<file path="config.mk">
export PLATFORM = sky130hd
export DESIGN_NAME = comparador_argmin_pipe
export DESIGN_NICKNAME = d
export VERILOG_FILES = /design/src/rtl/comparador_argmin_pipe.sv
export SDC_FILE = /design/constraint.sdc
export NUM_CORES = 1
export LEC_CHECK = 0
export BUFFER_PORTS_ARGS = -buffer_cell sky130_fd_sc_hd__buf_2
export CAP_MARGIN = 10
export CORE_UTILIZATION = 40
export DETAILED_ROUTE_END_ITERATION = 6
export GPL_ROUTABILITY_DRIVEN = 0
export PLACE_DENSITY = 0.63
export SYNTH_ARGS = -nofsm -noshare
export SYNTH_HDL_FRONTEND = slang
export SYNTH_SLANG_ARGS = --single-unit
</file>
<file path="constraint.sdc">
create_clock -name clk -period 2.65 [get_ports clk]
set_input_delay 0.3975 -clock clk [delete_from_list [all_inputs] [get_ports clk]]
set_output_delay 0.3975 -clock clk [all_outputs]
set_load 0.05 [all_outputs]
</file>
<file path="src/rtl/comparador_argmin_pipe.sv">
// Pipelined running arg-min over multi-beat lane vectors.
// A registered pairwise tree reduces each accepted beat to its minimum valid
// lane. An accumulator then folds that result into the running global minimum.
// Optional feature macro: COMPARADOR_ARGMIN_IDX_EN.
//   Defined:   lane and beat tags travel with the data and drive idx_out.
//   Undefined: the tag registers are not built and idx_out is tied to 0.
module comparador_argmin_pipe #(
    parameter int DATA_WIDTH     = 8,
    parameter int NUM_COMPARADOR = 8,
    parameter int BEAT_WIDTH     = 4,
    localparam int STAGES        = $clog2(NUM_COMPARADOR),
    localparam int IDX_WIDTH     = BEAT_WIDTH + STAGES
) (
    input  logic                                 clk,
    input  logic                                 rst_n,
    input  logic                                 iniciar_in,
    input  logic                                 atualizar_in,
    input  logic                                 finalizar_in,
    input  logic [DATA_WIDTH*NUM_COMPARADOR-1:0] data_in,
    input  logic [NUM_COMPARADOR-1:0]            valid_in,
    output logic [DATA_WIDTH-1:0]                data_out,
    output logic [IDX_WIDTH-1:0]                 idx_out,
    output logic                                 found_out,
    output logic                                 busy_out,
    output logic                                 done_out,
    output logic                                 overflow_out
);

    localparam int N  = NUM_COMPARADOR;
    localparam int DW = DATA_WIDTH;

    // The extra top bit of the beat counter marks "full" (2**BEAT_WIDTH beats taken).
    logic [BEAT_WIDTH:0] cnt;
    logic                cnt_full;
    logic                accept;
    logic [STAGES:1]     vld_pipe;
    logic                pending;
    logic                fin_req;
    logic                drain_done;
    logic                take;

    // The leaves are combinational. Internal nodes use heap numbering:
    // node 1 is the root, and the children of node k are 2k and 2k+1.
    // Node indices N..2N-1 correspond to lanes 0..N-1.
    logic                leaf_v [N];
    logic [DW-1:0]       leaf_d [N];
    logic                node_v [1:N-1];
    logic [DW-1:0]       node_d [1:N-1];
`ifdef COMPARADOR_ARGMIN_IDX_EN
    logic [STAGES-1:0]     node_l   [1:N-1];
    logic [BEAT_WIDTH-1:0] tag_pipe [1:STAGES];
`endif

    assign cnt_full = cnt[BEAT_WIDTH];
    assign accept   = atualizar_in & ~iniciar_in & ~cnt_full;
    assign busy_out = (|vld_pipe) | pending;

    // A finalize request (new or pending) completes once nothing is in flight.
    assign fin_req    = pending | finalizar_in;
    assign drain_done = fin_req & ~(|vld_pipe) & ~accept;

    // Strict < keeps the earliest beat on ties across beats.
    assign take = node_v[1] & (~found_out | (node_d[1] < data_out));

    // Leaf lanes are masked by accept, so idle cycles inject only invalid lanes.
    for (genvar i = 0; i < N; i++) begin : g_leaf
        assign leaf_v[i] = valid_in[i] & accept;
        assign leaf_d[i] = data_in[DW*i +: DW];
    end

    for (genvar k = 1; k < N; k++) begin : g_node
        logic          lv, rv;
        logic [DW-1:0] ld, rd;
        logic          take_l;
`ifdef COMPARADOR_ARGMIN_IDX_EN
        logic [STAGES-1:0] ll, rl;
`endif
        if (2*k >= N) begin : g_from_leaf
            assign lv = leaf_v[2*k-N];
            assign rv = leaf_v[2*k+1-N];
            assign ld = leaf_d[2*k-N];
            assign rd = leaf_d[2*k+1-N];
`ifdef COMPARADOR_ARGMIN_IDX_EN
            assign ll = STAGES'(2*k-N);
            assign rl = STAGES'(2*k+1-N);
`endif
        end else begin : g_from_node
            assign lv = node_v[2*k];
            assign rv = node_v[2*k+1];
            assign ld = node_d[2*k];
            assign rd = node_d[2*k+1];
`ifdef COMPARADOR_ARGMIN_IDX_EN
            assign ll = node_l[2*k];
            assign rl = node_l[2*k+1];
`endif
        end

        // The left child covers the lower lanes, so it wins ties. An invalid child never wins.
        assign take_l = lv & (~rv | (ld <= rd));

        // Register one compare node. iniciar_in flushes any beat still in flight.
        always_ff @(posedge clk or negedge rst_n) begin
            if (!rst_n) begin
                node_v[k] <= 1'b0;
                node_d[k] <= '1;
`ifdef COMPARADOR_ARGMIN_IDX_EN
                node_l[k] <= '0;
`endif
            end else if (iniciar_in) begin
                node_v[k] <= 1'b0;
            end else begin
                node_v[k] <= lv | rv;
                node_d[k] <= take_l ? ld : rd;
`ifdef COMPARADOR_ARGMIN_IDX_EN
                node_l[k] <= take_l ? ll : rl;
`endif
            end
        end
    end

    // Beat bookkeeping, drain/done tracking and the global min accumulator.
    always_ff @(posedge clk or negedge rst_n) begin
        if (!rst_n) begin
            cnt          <= '0;
            vld_pipe     <= '0;
            pending      <= 1'b0;
            done_out     <= 1'b0;
            overflow_out <= 1'b0;
            found_out    <= 1'b0;
            data_out     <= '1;
`ifdef COMPARADOR_ARGMIN_IDX_EN
            idx_out      <= '0;
            for (int s = 1; s <= STAGES; s++) tag_pipe[s] <= '0;
`endif
        end else if (iniciar_in) begin
            cnt          <= '0;
            vld_pipe     <= '0;
            pending      <= 1'b0;
            done_out     <= 1'b0;
            overflow_out <= 1'b0;
            found_out    <= 1'b0;
            data_out     <= '1;
`ifdef COMPARADOR_ARGMIN_IDX_EN
            idx_out      <= '0;
`endif
        end else begin
            if (accept) cnt <= cnt + (BEAT_WIDTH+1)'(1);
            if (atualizar_in & cnt_full) overflow_out <= 1'b1;
            vld_pipe[1] <= accept;
            for (int s = 2; s <= STAGES; s++) vld_pipe[s] <= vld_pipe[s-1];
            pending  <= fin_req & ~drain_done;
            done_out <= drain_done;
`ifdef COMPARADOR_ARGMIN_IDX_EN
            tag_pipe[1] <= cnt[BEAT_WIDTH-1:0];
            for (int s = 2; s <= STAGES; s++) tag_pipe[s] <= tag_pipe[s-1];
`endif
            if (take) begin
                data_out  <= node_d[1];
                found_out <= 1'b1;
`ifdef COMPARADOR_ARGMIN_IDX_EN
                idx_out   <= {tag_pipe[STAGES], node_l[1]};
`endif
            end
        end
    end

`ifndef COMPARADOR_ARGMIN_IDX_EN
    assign idx_out = '0;
`endif

endmodule
</file>
After elaboration in Yosys (flattened, before gate mapping)
Cells that the tools add are included.

operators by class
  $add $sub $neg = 1
  magnitude comparators = 8
  multiplexer cells = 25
  bitwise logic cells = 52
  reductions and logical operators = 4

operators by type and width
  kind                                                            number
  8-bit two-way mux                                               9
  8-bit <= comparator                                             7
  1-bit AND                                                       22
  1-bit OR                                                        17
  1-bit two-way mux                                               13
  1-bit NOT                                                       13
  5-bit two-way mux                                               2
  8-bit less-than comparator                                      1
  2-bit nonzero test                                              3
  5-bit by 1-bit adder with 5-bit output (second input constant)  1
  3-bit two-way mux                                               1
  3-bit OR reduction                                              1

word-level totals
  flip-flop bits (word level) = 83
  input bits = 77
  output and inout port bits = 19
  word-level logic and storage cells = 111

Longest topological paths before layout
  depth after elaboration = 8
  gate-level depth with buffers = 8
  depth with buffers taken out = 7

Worst setup path before layout
OpenSTA, ideal clock, no wires.

  path kind = register to register
  start point = register data_out[7]
  end point = register data_out[0]
  library setup time = 0.103 ns
  arrival time = 2.128 ns
  required time = 2.547 ns
  path slack = 0.418 ns
  stages on the path, launching flop included = 9
  buffers on the path = 1
  period minus slack after synthesis = 2.232 ns
  cell sequence = dfstp_2 > inv_1 > ha_1 > a21oi_1 > o21a_1 > buf_2 > nor2b_1 > a311oi_2 > a221oi_1

between the ends
  longest elaborated chain between the ends = 4

RTL lines
  element                              RTL line  RTL
  start: declaration                   21        output logic [DATA_WIDTH-1:0] data_out,
  start signal: assignment             158       data_out <= node_d[1];
  8-bit less-than comparator           63        assign take = node_v[1] & (~found_out | (node_d[1] < data_out));
  1-bit OR                             63
  1-bit AND                            63
  2-bit nonzero test (no source line)  n/a

No other way between the ends.
A chain may end at the register's enable or synchronous reset.

Worst setup path in the final report
  start point = register node_d (netlist bit g_node[3].rd[3])
  end point = register node_d (netlist bit g_node[1].rd[3])

between the ends
  longest elaborated chain between the ends = 4

RTL lines
  element                           RTL line  RTL
  start: declaration                48        logic [DW-1:0] node_d [1:N-1];
  start signal: indexed assignment  113       node_d[k] <= take_l ? ld : rd;
  8-bit <= comparator               99        assign take_l = lv & (~rv | (ld <= rd));
  1-bit OR                          99
  1-bit AND                         99
  8-bit two-way mux (*)             113

Every way passes the cells marked *; elsewhere a longest branch is shown, timed or not.

==> flow_summary.json <==
{
  "outcome": "complete, no violations",
  "syn-cell-area_sq_um": 5928,
  "holdWs_ns": 0.1648,
  "final_cell_mix": "buf_2 (87), inv_1 (79), ha_1 (64), dfstp_2 (64), a21oi_1 (45)",
  "synthCells": 609,
  "cp.arrival_ns": 2.54,
  "final_cell_count_no_fill": 877,
  "switching_share": 0.3094,
  "gr-total-overflow": 0,
  "dr.pass1.iters": 5,
  "vias": 5026,
  "row_count": 44,
  "coreArea_sq_um": 14480,
  "dieArea_sq_um": 15310,
  "crit_path_end_kind": "flip-flop",
  "grt_pass1_vias": 4742,
  "fillerInstances": 1389,
  "p_switching_mw": 1.216,
  "syn2layout_area_growth_pct": 15.11,
  "fp.dieH_um": 123.7,
  "yosys_warnings": 0,
  "power.share.clock": 0.348,
  "ctsResizeCount": 0,
  "worstSetupPathType": "flip-flop to flip-flop",
  "pin_count": 96,
  "viasPerCell": 5.731,
  "ant_nets": 0,
  "comb_power_share": 0.236,
  "grt_pass1_wl_um": 22860,
  "grt_max_degree": 71,
  "place_inst": 861,
  "routed_wl_um": 13870,
  "r2r_setup_slack_ns": 0.36,
  "r2r-end": "g_node[1].rd[3]",
  "tritoncts": "built",
  "async_flop_share": 1.000,
  "p_leak_nw": 3.139,
  "drc": 0,
  "synth-seq-area-share": 0.3639,
  "p_total_mw": 3.930,
  "hold_buffers": 0,
  "finalClockSkew_ns": 0.007793,
  "startpoint": "g_node[3].rd[3]",
  "holdCritPathClass": "input pin to asynchronous set/reset pin",
  "htree_levels": 3,
  "start_util": 0.4094,
  "drtIter0Drc": 330,
  "synthFlopType": "dfstp_2",
  "r2r-start": "g_node[3].rd[3]",
  "dp_hpwl_um": 10570,
  "slew_violations": 0,
  "synth-edff-count": 0,
  "timing.setup.tns_ns": 0,
  "synth.avg_cell_area_sq_um": 9.734,
  "grt_use_total": 0.1906,
  "rsz0062_at_grt": "no",
  "setup_violations": 0,
  "pwr-share-seq": 0.416,
  "fmax_ghz": 0.4370,
  "die_x_um": 123.7,
  "ys_ff_latch": 83,
  "cellPowerDensity_nw_per_um2": 576.0,
  "drive_gt1_frac": 0.2900,
  "clk_latency_ns": 0.34,
  "path_clk_slew_ns": 0.07,
  "cts_sinks": 83,
  "worstMarginPinSlew_ns": 0.8808,
  "p_int_mw": 2.714,
  "ir_drop_mv": 0.3094,
  "fin_nets": 829,
  "cts_buffer_depth": 2,
  "period_share": 0.8634,
  "wl_per_cell_um": 15.82,
  "diodes": 0,
  "utilization": 0.4713,
  "ff2ff_path_depth": 7,
  "max-cap-violations": 0,
  "numCtsBuffers": 9,
  "clockRootBuffer": "clkbuf_16",
  "timing.final.crit_period_ns": 2.288,
  "ys_types": 49,
  "numPortBuffers": 88,
  "cts_setup_buffers": 0,
  "crit_path_max_fanout": 8,
  "crit_path_start_kind": "flip-flop",
  "crit_required_ns": 2.90,
  "slew_headroom": 0.4128,
  "final_common_cell": "buf_2",
  "hold_violations": 0,
  "antenna_found_initial": 0
}
==> state kept, by name (all words and copies together) (netlist names), 3 cells and up <==
| register | cells |
|---|---|
| g_node.ld | 24 |
| g_node.rv | 3 |
| data_out | 8 |
| vld_pipe | 3 |
| cnt | 5 |
| g_node.lv | 3 |
| g_node.rd | 24 |
| node_d | 8 |
==> critical path, stage by stage, from the launching register on <==
cell     delay [ns]
dfstp_2        0.54
inv_1          0.04
ha_1           0.30
nand4_1        0.15
or3b_2         0.48
a21oi_2        0.34
o31ai_1        0.14
a22oi_1        0.19
==> stage by stage <==
stage / instance area (sq um) / setup WS, ns
after detailed placement: 6497 / 0.4150
after global routing: 6824 / 0.2247
after floorplan: 5951 / 0.4184
final: 6824 / 0.3619
after global placement: 6497 / 0.4393
after CTS: 6824 / 0.3634
==> cells by family after synthesis <==
kind of cell,synth area share
other cells,0.0006326
xor+xnor,0.004433
flops,0.3639
fa+ha+maj,0.1351
compound gates,0.2655
simple gates,0.1454
buf+inv,0.08337
mux,0.001689
==> synthesized netlist by cell type, types with 3 or more instances <==
cell      instances  area (sq um)
o211ai_1         10         75.07
clkbuf_1         18         67.56
nand4_1          16         100.1
o32ai_1           8         70.07
and2_1           37         231.5
a22oi_1          16         120.1
or3b_2            7         61.31
a31oi_1           4         25.02
o21a_1            5         37.54
nand2_1          18         67.56
dfstp_2          64          1682
o211a_1           3         30.03
nor2_1           18         67.56
nand4_4           4         85.08
a221o_1          32         320.3
buf_4             7         52.55
nor2b_1          18         112.6
nor4_1            4         25.02
a21oi_2           3         26.28
nand3_1           4         20.02
a21oi_1          45         225.2
clkinv_1          3         11.26
inv_1            79         296.5
a21o_1            7         52.55
o31ai_1          24         180.2
o21ai_0           7         35.03
a41oi_1          25         219.0
dfrtp_1          19         475.5
o21a_4            4         60.06
ha_1             64         800.8
buf_1             5         18.77
nor3_2            4         40.04
a221oi_1          8         70.07
==> final cells by class <==
class	instances	area, sq um	share of cell area
sequential	83	2157	0.3161
clock inverter	7	101.3	0.01485
inverter	82	307.8	0.04510
tap	184	230.2	0.03374
clock buffer	9	225.2	0.03300
timing repair buffer	96	503.0	0.07371
multi-input combinational	416	3299	0.4835
==> metal layers <==
metal  global-route usage  wire length, um  part of all wire  vias up
li1                     -                -                 -     2439
met1               0.2705             6749              0.49     2419
met2               0.2948             6295              0.45      151
met3              0.02564              596             0.043       17
met4              0.06852              229             0.017        0
met5                    0                0                 0        -
==> power groups by stage <==
stage / clock network, mW / registers [mW] / logic [mW]
floorplan: 0 / 1.62 / 0.653
global placement: 0 / 1.65 / 0.887
detailed placement: 0 / 1.65 / 0.919
CTS: 1.39 / 1.63 / 0.927
global route: 1.45 / 1.65 / 1.04
finish: 1.37 / 1.63 / 0.928
==> worst max path at each step <==
stage,cells after the start,endpoint
after CTS,7,g_node[1].rd[3]
after floorplan,8,data_out[0]
after detailed placement,8,g_node[2].ld[4]
final,7,g_node[1].rd[3]
after global routing,7,g_node[1].rd[3]
after global placement,7,node_d[49]
(Power assumes the default switching activity.)
